### config.mk
export PLATFORM = sky130hd
export DESIGN_NAME = scan_mux_flat
export DESIGN_NICKNAME = d
export VERILOG_FILES = /design/src/rtl/scan_mux_if.sv /design/src/rtl/scan_mux.sv /design/src/flat_wrapper.sv
export SDC_FILE = /design/constraint.sdc
export NUM_CORES = 1
export LEC_CHECK = 0
export CAP_MARGIN = 20
export CORE_MARGIN = 2
export CORE_UTILIZATION = 35
export CTS_CLUSTER_SIZE = 25
export DETAILED_ROUTE_END_ITERATION = 10
export GPL_TIMING_DRIVEN = 1
export PLACE_DENSITY = 0.83
export SLEW_MARGIN = 10
export SYNTH_ARGS = -nofsm -noshare
export SYNTH_HDL_FRONTEND = slang
export SYNTH_SLANG_ARGS = --single-unit
### constraint.sdc
create_clock -name clk -period 1.75 [get_ports clk]
set_input_delay 0.2625 -clock clk [delete_from_list [all_inputs] [get_ports clk]]
set_output_delay 0.2625 -clock clk [all_outputs]
set_load 0.02 [all_outputs]
### src/rtl/scan_mux_if.sv
// scan_mux_if: bus bundle for the scan multiplexer.
// master drives data_in/sel/auto; slave (the mux) drives q/chan/chan_en/tick.
interface scan_mux_if #(
    parameter int WIDTH    = 4,
    parameter int CHANNELS = 4,
    parameter int SEL_W    = 2
);
    logic [CHANNELS*WIDTH-1:0] data_in;
    logic [SEL_W-1:0]          sel;
    logic                      auto;
    logic [WIDTH-1:0]          q;
    logic [SEL_W-1:0]          chan;
    logic [CHANNELS-1:0]       chan_en;
    logic                      tick;

    modport master (
        output data_in, sel, auto,
        input  q, chan, chan_en, tick
    );

    modport slave (
        input  data_in, sel, auto,
        output q, chan, chan_en, tick
    );
endinterface

### src/rtl/scan_mux.sv
// scan_mux: registered N-channel W-bit mux, manual select or auto round-robin scan.
// Ports: clk, reset (sync, active-high), bus (scan_mux_if.slave):
//   data_in/sel/auto in; q/chan/chan_en/tick registered out.
// Macro SCAN_MUX_BLANK_EN: blank chan_en on the auto-scan advance cycle.
module scan_mux #(
    parameter int WIDTH    = 4,
    parameter int CHANNELS = 4,
    parameter int SEL_W    = 2,
    parameter int DIV      = 16
) (
    input logic       clk,
    input logic       reset,
    scan_mux_if.slave bus
);
    localparam int PRE_W = (DIV > 1) ? $clog2(DIV) : 1;

    logic [PRE_W-1:0]    pre_q, pre_d;
    logic [SEL_W-1:0]    chan_q, chan_d;
    logic [WIDTH-1:0]    q_q, q_d;
    logic [CHANNELS-1:0] chan_en_q, chan_en_d;
    logic                tick_q, tick_d;

    always_comb begin
        pre_d     = pre_q;
        chan_d    = chan_q;
        tick_d    = 1'b0;
        q_d       = '0;
        chan_en_d = '0;

        if (!bus.auto) begin
            pre_d  = '0;
            chan_d = bus.sel;
        end else if (pre_q == PRE_W'(DIV - 1)) begin
            pre_d  = '0;
            tick_d = 1'b1;
            // >= also wraps an out-of-range index left by manual mode
            if ({1'b0, chan_q} >= (SEL_W + 1)'(CHANNELS - 1)) begin
                chan_d = '0;
            end else begin
                chan_d = chan_q + SEL_W'(1);
            end
        end else begin
            pre_d = pre_q + PRE_W'(1);
        end

        // out-of-range index matches no channel: q=0, no enable
        for (int k = 0; k < CHANNELS; k++) begin
            if (chan_d == SEL_W'(k)) begin
                q_d          = bus.data_in[k*WIDTH +: WIDTH];
                chan_en_d[k] = 1'b1;
            end
        end

`ifdef SCAN_MUX_BLANK_EN
        // break-before-make on every scan advance
        if (tick_d) begin
            chan_en_d = '0;
        end
`else
`endif
    end

    always_ff @(posedge clk) begin
        if (reset) begin
            pre_q     <= '0;
            chan_q    <= '0;
            q_q       <= '0;
            chan_en_q <= '0;
            tick_q    <= 1'b0;
        end else begin
            pre_q     <= pre_d;
            chan_q    <= chan_d;
            q_q       <= q_d;
            chan_en_q <= chan_en_d;
            tick_q    <= tick_d;
        end
    end

    assign bus.q       = q_q;
    assign bus.chan    = chan_q;
    assign bus.chan_en = chan_en_q;
    assign bus.tick    = tick_q;
endmodule

### src/flat_wrapper.sv
// flat-port wrapper written by rule: the top's interface ports become plain ports
module scan_mux_flat 
#(
    parameter int WIDTH    = 4,
    parameter int CHANNELS = 4,
    parameter int SEL_W    = 2,
    parameter int DIV      = 16
)
  (clk, reset, bus_data_in, bus_sel, bus_auto, bus_q, bus_chan, bus_chan_en, bus_tick);
  scan_mux_if #(.WIDTH(WIDTH), .CHANNELS(CHANNELS), .SEL_W(SEL_W)) bus_i ();
  input logic clk;
  input logic reset;
  input wire logic [$bits(bus_i.data_in)-1:0] bus_data_in;
  input wire logic [$bits(bus_i.sel)-1:0] bus_sel;
  input wire logic [$bits(bus_i.auto)-1:0] bus_auto;
  output wire logic [$bits(bus_i.q)-1:0] bus_q;
  output wire logic [$bits(bus_i.chan)-1:0] bus_chan;
  output wire logic [$bits(bus_i.chan_en)-1:0] bus_chan_en;
  output wire logic [$bits(bus_i.tick)-1:0] bus_tick;
  assign bus_i.data_in = bus_data_in;
  assign bus_i.sel = bus_sel;
  assign bus_i.auto = bus_auto;
  assign bus_q = bus_i.q;
  assign bus_chan = bus_i.chan;
  assign bus_chan_en = bus_i.chan_en;
  assign bus_tick = bus_i.tick;
  scan_mux #(.WIDTH(WIDTH), .CHANNELS(CHANNELS), .SEL_W(SEL_W), .DIV(DIV)) u_core (.clk(clk), .reset(reset), .bus(bus_i));
endmodule
==> flow_summary.json, run 1 <==
{
  "use_met2": 0.2693,
  "p_clk_frac": 0.256,
  "ir_worst_vdd_mv": 0.3333,
  "finalNetCount": 142,
  "cts_max_level": 1,
  "cts_buffer_depth": 2,
  "drv_slew": 0,
  "via_per_inst": 5.203,
  "die_w_um": 47.86,
  "ys_seq_area_frac": 0.4461,
  "met1_usage": 0.2280,
  "internal-power_mw": 0.5757,
  "clk_pin_slew_ns": 0.10,
  "p_per_area_mw_per_mm2": 677.8,
  "fp.dieArea_mm2": 0.002290,
  "drive_above_1_share": 0.2627,
  "yosys_warnings": 0,
  "grtUsageTotal": 0.1827,
  "synth_fp_nets": 95,
  "cp_num_buf_inv": 1,
  "synthDistinctLibCells": 25,
  "drv_cap": 0,
  "crit_cells": 7,
  "n_antenna_cell": 0,
  "cp.arrival_ns": 1.95,
  "path_cells": "ha_4 -> and3_4 -> mux2_4 -> or2_4 -> buf_4 -> nor2_4 -> and2_1",
  "fin_crit_sh": 0.9739,
  "cp_top_family": "simple AND/OR/NAND/NOR gates",
  "required_ns": 1.99,
  "grt_max_degree": 10,
  "seq_area_um2": 302.8,
  "overflow": 0,
  "worstMarginPinSlew_ns": 0.2975,
  "crit_path_end_kind": "flop",
  "slowest_delay_ns": 0.37,
  "fp-row-count": 15,
  "n_fill_cell": 139,
  "combPwrFrac": 0.283,
  "worstSetupPathType": "reg -> reg",
  "dp_hpwl_mm": 1.476,
  "via_count": 744,
  "final_antenna_net_count": 0,
  "power_leakage_nw": 0.4704,
  "cp-endpoint": "u_core.bus.chan_en[2]",
  "cp_max_fo": 6,
  "cts.sinks": 15,
  "start_util": 0.3816,
  "worstReg2RegStart": "u_core.pre_q[1]",
  "p_seq_frac": 0.460,
  "coreArea_mm2": 0.001764,
  "drcViolationCount": 0,
  "cts_tree": "built",
  "reg2reg_slack_ns": 0.05,
  "netlist_area_um2": 673.1,
  "dpl_worst_slack_ns": -0.1749,
  "io_pins": 32,
  "grt_pass1_wl_mm": 2.822,
  "areaGrowthSynthToFinish_pct": 76.02,
  "max_freq_mhz": 586.7,
  "antenna_found_initial": 0,
  "ys_seq_elements": 15,
  "power.total_mw": 0.8032,
  "dr.pass1.iters": 4,
  "grt_pass1_vias": 689,
  "r2r_cells": 7,
  "timing_hold_violations_final": 0,
  "whs_ns": 0.5223,
  "gp_congestion": 0.8681,
  "port_buffers": 31,
  "slew-limit-headroom": 0.8011,
  "top_usage_layer": "met2",
  "reg2reg_to": "u_core.bus.chan_en[2]",
  "clock_latency_ns": 0.29,
  "p_switching_mw": 0.2274,
  "detail_route.wl_per_cell_um": 15.38,
  "finalSetupViolCount": 0,
  "multi_input_area_um2": 402.9,
  "wirelength_mm": 2.200,
  "skew_ns": 0.006774,
  "cpMaxStageDelayCell": "dfxtp_2",
  "synth_cells": 72,
  "startpoint": "u_core.pre_q[1]",
  "met3_usage": 0.03774,
  "clock-root-buffer": "clkbuf_4",
  "syn_avg_cell_area_um2": 9.349,
  "die_h_um": 47.86,
  "outcome": "finished, final reports clean",
  "hp-class": "reg -> reg",
  "switching_share": 0.2832,
  "finalCriticalPeriod_ns": 1.704,
  "crit_path_start_kind": "flop",
  "dr.first_iter.drc_count": 33,
  "setup_slack_ns": 0.04564,
  "setup_tns_ns": 0,
  "cts-buffers-inserted": 3
}
-- sequential cells by signal (all words and copies together) (netlist names) --
name,flops
u_core.bus.chan_en,4
u_core.bus.q,4
u_core.pre_q,4
u_core.bus.chan,2
u_core.bus.tick,1
-- cells in the final DEF (no fill, tap or decap), types with 2 or more instances in the layout --
master and count:
a21oi_1 4, a32oi_2 4, nand2b_1 2, clkdlybuf4s50_1 30, nand3_1 6, a22oi_1 4, a31oi_1 2, nand3b_1 3
and2_1 2, clkbuf_4 3, dfxtp_2 2, dfxtp_1 13, nor2_1 10, buf_4 14, nand2_1 3
-- stage by stage --
step                instances    util  cell area [µm²]
floorplan                  72       -            676.9
global placement          135  0.6050             1067
detailed placement        135  0.6050             1067
CTS                       139  0.6220             1097
global route              143  0.6716             1185
finish                    143  0.6716             1185
-- layer usage --
layer | vias to the layer above | routed length, µm
met1 | 338 | 815
li1 | 350 | -
met2 | 44 | 1142
met5 | - | 0
met3 | 12 | 142
met4 | 0 | 99
-- how the worst min path moves through the flow --
stage,end,cells after the start,startpoint,slack (ns)
2_1_floorplan,u_core.pre_q[0],1,u_core.pre_q[0],0.40
3_3_place_gp,u_core.pre_q[0],2,u_core.pre_q[0],0.48
3_5_place_dp,u_core.pre_q[0],2,u_core.pre_q[0],0.49
4_1_cts,u_core.pre_q[0],2,u_core.pre_q[0],0.50
5_1_grt,u_core.pre_q[0],2,u_core.pre_q[0],0.55
6_report,u_core.pre_q[0],2,u_core.pre_q[0],0.52
-- power groups by stage --
stage	logic, mW	registers [mW]	clock network (mW)
floorplan	0.0667	0.399	0
global placement	0.192	0.376	0
detailed placement	0.197	0.376	0
CTS	0.201	0.368	0.208
global route	0.243	0.372	0.223
finish	0.228	0.370	0.206
-- final cells by class --
cell class,instances,area share
Clock buffer,4,0.02218
Inverter,1,0.003168
Multi-Input combinational cell,53,0.3400
Sequential cell,15,0.2555
Tap cell,25,0.02640
Timing Repair Buffer,45,0.3527
-- repair_timing --
action | CTS | global route
setup buffers | 0 | 4
hold endpoints to repair | 0 | 0
pin swaps | 2 | 5
endpoints found under the setup margin | 7 | 7
resized for setup | 2 | 9
hold buffers | 0 | 0
-- cell usage after synthesis --
master | number | area [µm²]
a21oi_1 | 4 | 20.02
inv_1 | 1 | 3.750
nor2b_4 | 1 | 13.76
and2_1 | 2 | 12.51
nor2_2 | 1 | 6.260
dfxtp_1 | 15 | 300.3
nand3b_1 | 3 | 22.52
buf_6 | 2 | 22.52
a31oi_1 | 2 | 12.51
and3_4 | 1 | 11.26
nand3_1 | 7 | 35.03
xor2_1 | 1 | 8.760
nor3_1 | 1 | 5.000
nand2b_1 | 2 | 12.51
nand2_1 | 3 | 11.26
ha_1 | 2 | 25.02
nor2_1 | 10 | 37.54
a22oi_1 | 4 | 30.03
or2_1 | 1 | 6.260
xnor2_1 | 1 | 8.760
clkbuf_1 | 1 | 3.750
nor2b_1 | 1 | 6.260
o211ai_1 | 1 | 7.510
mux2_4 | 1 | 15.01
a32oi_1 | 4 | 35.03
-- worst reg2reg max path: stages (launching register included) --
cell and delay, ns:
dfxtp_2 0.37, ha_4 0.14, and3_4 0.20, mux2_4 0.31, or2_4 0.28, buf_4 0.15, nor2_4 0.08, and2_1 0.13
-- logic make-up (layout without fill, tap and decap cells) --
family                   after synthesis  after routing  share of synthesized area
buffers and inverters                  4             50                    0.04460
AND/OR/NAND/NOR                       33             33                     0.2677
XOR/XNOR                               2              2                    0.02603
adder cells (fa/ha/maj)                2              2                    0.03717
multiplexers                           1              1                    0.02230
AO/OA/AOI/OAI                         15             15                     0.1561
flip-flops                            15             15                     0.4461
(Power assumes the default switching activity.)
==> inputs of run 2 (changes only) <==
Settings changed: CORE_MARGIN 2 to not set.
==> run 2 against run 1 <==
Net effect:
- core utilization down 1.3 points
- sequential power about the same
- combinational power down 6%
- die area down 8.2%
- via count down 5.6%
- clock power down 5%
- sequential share of layout area up 0.52 points
- flip-flop and latch count unchanged
- setup slack better by 0.014 ns
- cell count unchanged
- critical path depth down 1
==> flow_summary.json, run 2 (synthesis results as in run 1) <==
{
  "outcome": "finished, final reports clean",
  "overflow": 0,
  "grt_pass1_wl_mm": 2.380,
  "clock_latency_ns": 0.27,
  "stdcell_area_mm2": 0.001161,
  "crit_path_end_kind": "flop",
  "ir_worst_vdd_mv": 0.5434,
  "path_cells": "ha_4 -> and3_4 -> mux2_4 -> or2_4 -> a32oi_2 -> a21oi_2",
  "final_antenna_net_count": 0,
  "cp.arrival_ns": 1.86,
  "dr.pass1.iters": 4,
  "fp-row-count": 15,
  "hp-start": "u_core.pre_q[0]",
  "rsz0062_at_grt": "false",
  "worstMarginPinSlew_ns": 0.2439,
  "antenna_found_initial": 0,
  "cpMaxStageDelayCell": "dfxtp_2",
  "final_common_cell": "clkdlybuf4s50_1",
  "clock-root-buffer": "clkbuf_4",
  "finalSetupViolCount": 0,
  "cp_max_fo": 8,
  "timing_hold_violations_final": 0,
  "max_freq_mhz": 591.4,
  "switching_share": 0.2669,
  "finalCriticalPeriod_ns": 1.691,
  "hold_buffers": 0,
  "combPwrFrac": 0.275,
  "gp_congestion": 0.8664,
  "via_count": 702,
  "coreArea_mm2": 0.001764,
  "detail_route.wl_per_cell_um": 12.75,
  "p_switching_mw": 0.2079,
  "internal-power_mw": 0.5712,
  "fp.dieArea_mm2": 0.002103,
  "port_buffers": 31,
  "clk_pin_slew_ns": 0.09,
  "die_h_um": 45.86,
  "start_util": 0.3816,
  "hp-class": "reg -> reg",
  "worstSetupPathType": "reg -> reg",
  "startpoint": "u_core.pre_q[1]",
  "power_leakage_nw": 0.4506,
  "skew_ns": 0.001342,
  "p_per_area_mw_per_mm2": 671.0,
  "io_pins": 32,
  "drcViolationCount": 0,
  "worstReg2RegStart": "u_core.pre_q[1]",
  "dr.first_iter.drc_count": 11,
  "areaGrowthSynthToFinish_pct": 72.49,
  "grtUsageTotal": 0.1562,
  "slowest_delay_ns": 0.37,
  "required_ns": 1.92,
  "drv_slew": 0,
  "p_seq_frac": 0.473,
  "drv_cap": 0,
  "slew-limit-headroom": 0.8374,
  "die_w_um": 45.86,
  "grt_pass1_vias": 564,
  "grt_max_degree": 10,
  "p_clk_frac": 0.251,
  "via_per_inst": 4.909,
  "dp_hpwl_mm": 1.257,
  "n_antenna_cell": 0,
  "cts-buffers-inserted": 3,
  "crit_path_start_kind": "flop",
  "utilization": 0.6582,
  "wirelength_mm": 1.823,
  "drive_above_1_share": 0.2458,
  "reg2reg_slack_ns": 0.06,
  "finalNetCount": 142,
  "cts_tree": "built",
  "cts_max_level": 1,
  "cts_buffer_depth": 2,
  "cts.sinks": 15,
  "fin_crit_sh": 0.9662,
  "placed_cell_area_mm2": 0.001067,
  "final_cell_mix": "31 x clkdlybuf4s50_1, 14 x buf_4, 13 x dfxtp_1, 10 x nor2_1, 6 x nand3_1"
}
run 2: critical path: cells and delay by family (launching register included):
family | cells | cell delay (ns)
compound gates | 2 | 0.28
fa+ha+maj | 1 | 0.13
flops | 1 | 0.37
mux | 1 | 0.31
simple gates | 2 | 0.48
run 2: area by class of cell:
| type | count | area, µm² |
|---|---|---|
| clock buffer | 4 | 26.28 |
| sequential | 15 | 302.8 |
| fill | 145 | 603.1 |
| timing repair buffer | 45 | 415.4 |
| multi-input combinational | 53 | 381.6 |
| inverter | 1 | 3.754 |
| tap | 25 | 31.28 |
run 2: per-layer routing:
metal | GRT usage | vias to the layer above | wire, µm | part of all wire
met3 | 0.03968 | 2 | 99 | 0.054
met1 | 0.2110 | 314 | 810 | 0.44
met4 | 0.06471 | 0 | 21 | 0.012
li1 | - | 352 | - | -
met5 | 0 | - | 0 | 0
met2 | 0.2338 | 34 | 891 | 0.49
run 2: power groups by stage:
stage	registers [mW]	logic, mW	clock network, mW
2_1_floorplan	0.399	0.0667	0
3_3_place_gp	0.375	0.189	0
3_5_place_dp	0.375	0.192	0
4_1_cts	0.368	0.195	0.202
5_1_grt	0.371	0.228	0.215
6_report	0.369	0.214	0.196
run 2: what timing repair did:
item / in CTS / in global routing
pin swaps: 1 / 7
setup endpoints to repair: 4 / 4
cloned: 0 / 0
resized for setup: 1 / 6
buffers inserted: 0 / 4
run 2: path summary, 6_finish.rpt:
kind                                        end  cells past startpoint
worst min register to register  u_core.pre_q[0]                      2
worst max-delay path            u_core.bus.q[3]                      6
worst max register to register  u_core.bus.q[3]                      6
worst min-delay path            u_core.pre_q[0]                      2
run 2: stage by stage:
step | setup TNS (ns) | power (mW) | worst slack (ns) | hold slack (ns) | std cells
3_3_place_gp | -0.4475 | 0.5640 | -0.1240 | 0.4818 | 135
4_1_cts | 0 | 0.7649 | 0.01018 | 0.4987 | 139
5_1_grt | 0 | 0.8130 | 0.0004541 | 0.5607 | 143
2_1_floorplan | 0 | 0.4661 | 0.009496 | 0.3956 | 72
6_report | 0 | 0.7791 | 0.05914 | 0.5254 | 143
3_5_place_dp | -0.7170 | 0.5673 | -0.1903 | 0.4862 | 135
==> inputs of run 3 (changes only) <==
Settings changed: ABC_AREA set to 1, CORE_MARGIN set to 8, CORE_UTILIZATION 35 to 37.
==> run 3 against run 2 <==
Net effect:
- critical path depth shrank 5
- maximum frequency up 7.2%
- global-route usage fell by 4.2 points
- first-iteration DRC count is 45% higher
- die area is 83% higher
- critical path type is now reg -> out
- largest cell class is now multi-input combinational cells
- highest routed layer unchanged
==> flow_summary.json, run 3 <==
{
  "ys_seq_area_frac": 0.3822,
  "p_per_area_mw_per_mm2": 673.2,
  "synthFlopType": "dfxtp_1",
  "finalNetCount": 161,
  "grt_pass1_wl_mm": 3.256,
  "dr.pass1.iters": 4,
  "coreArea_mm2": 0.001982,
  "yosys.cell_count.top_type": "nand2_1",
  "cpMaxStageDelayCell": "clkdlybuf4s50_1",
  "antenna_found_initial": 0,
  "finalSetupViolCount": 0,
  "fp.dieArea_mm2": 0.003855,
  "synth-adder-area-share": 0.03185,
  "grtUsageTotal": 0.1143,
  "detail_route.wl_per_cell_um": 12.09,
  "wirelength_mm": 1.983,
  "synth_fp_nets": 128,
  "hp-class": "reg -> reg",
  "final_cell_mix": "31 x clkdlybuf4s50_1, 20 x nand2_1, 15 x nand3_1, 15 x dfxtp_1, 14 x inv_1",
  "dp_hpwl_mm": 1.666,
  "worstMarginPinSlew_ns": 0.2727,
  "cp_top_family": "buffers and inverters",
  "timing_hold_violations_final": 0,
  "path_cells": "clkdlybuf4s50_1",
  "die_h_um": 62.09,
  "topRoutingLayerUsed": "met4",
  "port_buffers": 31,
  "wl_met2_mm": 1.088,
  "cp.arrival_ns": 1.31,
  "ys_top_cells_by_count": "20 x nand2_1, 15 x dfxtp_1, 15 x nand3_1",
  "crit_path_end_kind": "output pin",
  "gp_congestion": 0.7840,
  "power.total_mw": 0.7632,
  "placed_cell_area_mm2": 0.001102,
  "areaGrowthSynthToFinish_pct": 44.27,
  "worstSetupPathType": "reg -> out",
  "cts.sinks": 15,
  "skew_ns": 0.005388,
  "clock-root-buffer": "clkbuf_4",
  "ir_worst_vdd_mv": 0.3570,
  "clock_latency_ns": 0.28,
  "synth_edf_count": 0,
  "syn_avg_cell_area_um2": 7.483,
  "power_leakage_nw": 0.4909,
  "wl_met1_um": 727,
  "dr.first_iter.drc_count": 16,
  "crit_path_start_kind": "flop",
  "n_fill_cell": 172,
  "cts-buffers-inserted": 3,
  "synth-compound-area-share": 0.06051,
  "utilization": 0.5720,
  "yosys.area.top_type_share": 0.3822,
  "post-synth-top-area-cell": "dfxtp_1",
  "cts_tree": "built",
  "final_common_cell": "clkdlybuf4s50_1",
  "ys_seq_elements": 15,
  "die_w_um": 62.09,
  "finalCriticalPeriod_ns": 1.577,
  "synth_top_family_by_area": "simple AND/OR/NAND/NOR gates",
  "n_antenna_cell": 0,
  "rsz0062_at_grt": "false",
  "drv_slew": 0,
  "grt_pass1_vias": 799,
  "async_flop_share": 0,
  "slew-limit-headroom": 0.8176,
  "drcViolationCount": 0,
  "cts_buffer_depth": 2,
  "via_count": 772,
  "cp_max_fo": 5,
  "via_per_inst": 4.707,
  "whs_ns": 0.4549,
  "required_ns": 1.49,
  "final_antenna_net_count": 0,
  "grt_max_degree": 14,
  "synthXorXnorAreaFrac": 0,
  "yosys-top-cells-area": "dfxtp_1 38%, nand2_1 9.6%, nand3_1 9.6%",
  "stdcell_area_mm2": 0.001134,
  "dpl_worst_slack_ns": 0.06252,
  "overflow": 0,
  "drive_above_1_share": 0.1241,
  "clk_pin_slew_ns": 0.08,
  "max_freq_mhz": 634.2,
  "cp_num_buf_inv": 1,
  "io_pins": 32,
  "dr_wl_met3_um": 130,
  "cts_max_level": 1,
  "post_cts_buffers": 0,
  "synth_mux_area_frac": 0,
  "setup_tns_ns": 0,
  "synth_cells": 105,
  "start_util": 0.3965,
  "stdcell_count": 164,
  "outcome": "finished, final reports clean",
  "dp_cells": 160,
  "drv_cap": 0,
  "synthDistinctLibCells": 20,
  "fin_crit_sh": 0.9011,
  "slowest_delay_ns": 0.63,
  "netlist_area_um2": 785.8,
  "yosys_warnings": 0,
  "fp-row-count": 16,
  "setup_slack_ns": 0.1731,
  "synthSimpleGateAreaFrac": 0.4092
}
==> run 3: changes by cell type after synthesis, moves of 4 or more <==
| cell | delta |
|---|---|
| a22oi_1 | -4 |
| a32oi_1 | -4 |
| inv_1 | +13 |
| nand2_1 | +17 |
| nand3_1 | +8 |
| o21ai_2 | +4 |
==> run 3: timing repair <==
action	CTS	global route
setup endpoints to repair	0	2
hold endpoints to repair	0	0
resized for setup	0	1
hold buffers	0	0
==> run 3: power breakdown <==
group          switching (mW)  internal, mW  leakage (nW)
combinational           0.101         0.102         0.353
sequential            0.00888         0.361         0.123
clock                   0.101        0.0884        0.0150
total                   0.212         0.552         0.491
==> run 3: routing by layer <==
layer / GRT usage / up-vias
li1: - / 396
met1: 0.1173 / 346
met2: 0.2050 / 25
met3: 0.02881 / 5
met4: 0.06494 / 0
met5: 0 / -
==> run 3: path summary, 6_finish.rpt <==
| kind | endpoint | slack (ns) | cells after the start | start |
|---|---|---|---|---|
| max reg2reg | u_core.bus.q[2] | 0.20 | 10 | u_core.pre_q[0] |
| min reg2reg | u_core.pre_q[0] | 0.45 | 1 | u_core.pre_q[0] |
| max | bus_chan[0] | 0.17 | 1 | u_core.bus.chan[0] |
| min | u_core.pre_q[0] | 0.45 | 1 | u_core.pre_q[0] |
==> run 3: cells by family after synthesis <==
kind of cell / Yosys count
simple gates: 62
buf+inv: 20
flops: 15
compound gates: 6
fa+ha+maj: 2
==> run 3: cell type report <==
| cell class | instances | area (µm²) | share of cell area |
|---|---|---|---|
| Tap cell | 27 | 33.78 | 0.02980 |
| Multi-Input combinational cell | 70 | 399.1 | 0.3521 |
| Sequential cell | 15 | 300.3 | 0.2649 |
| Clock buffer | 4 | 26.28 | 0.02318 |
| Inverter | 17 | 63.81 | 0.05629 |
| Timing Repair Buffer | 31 | 310.3 | 0.2737 |
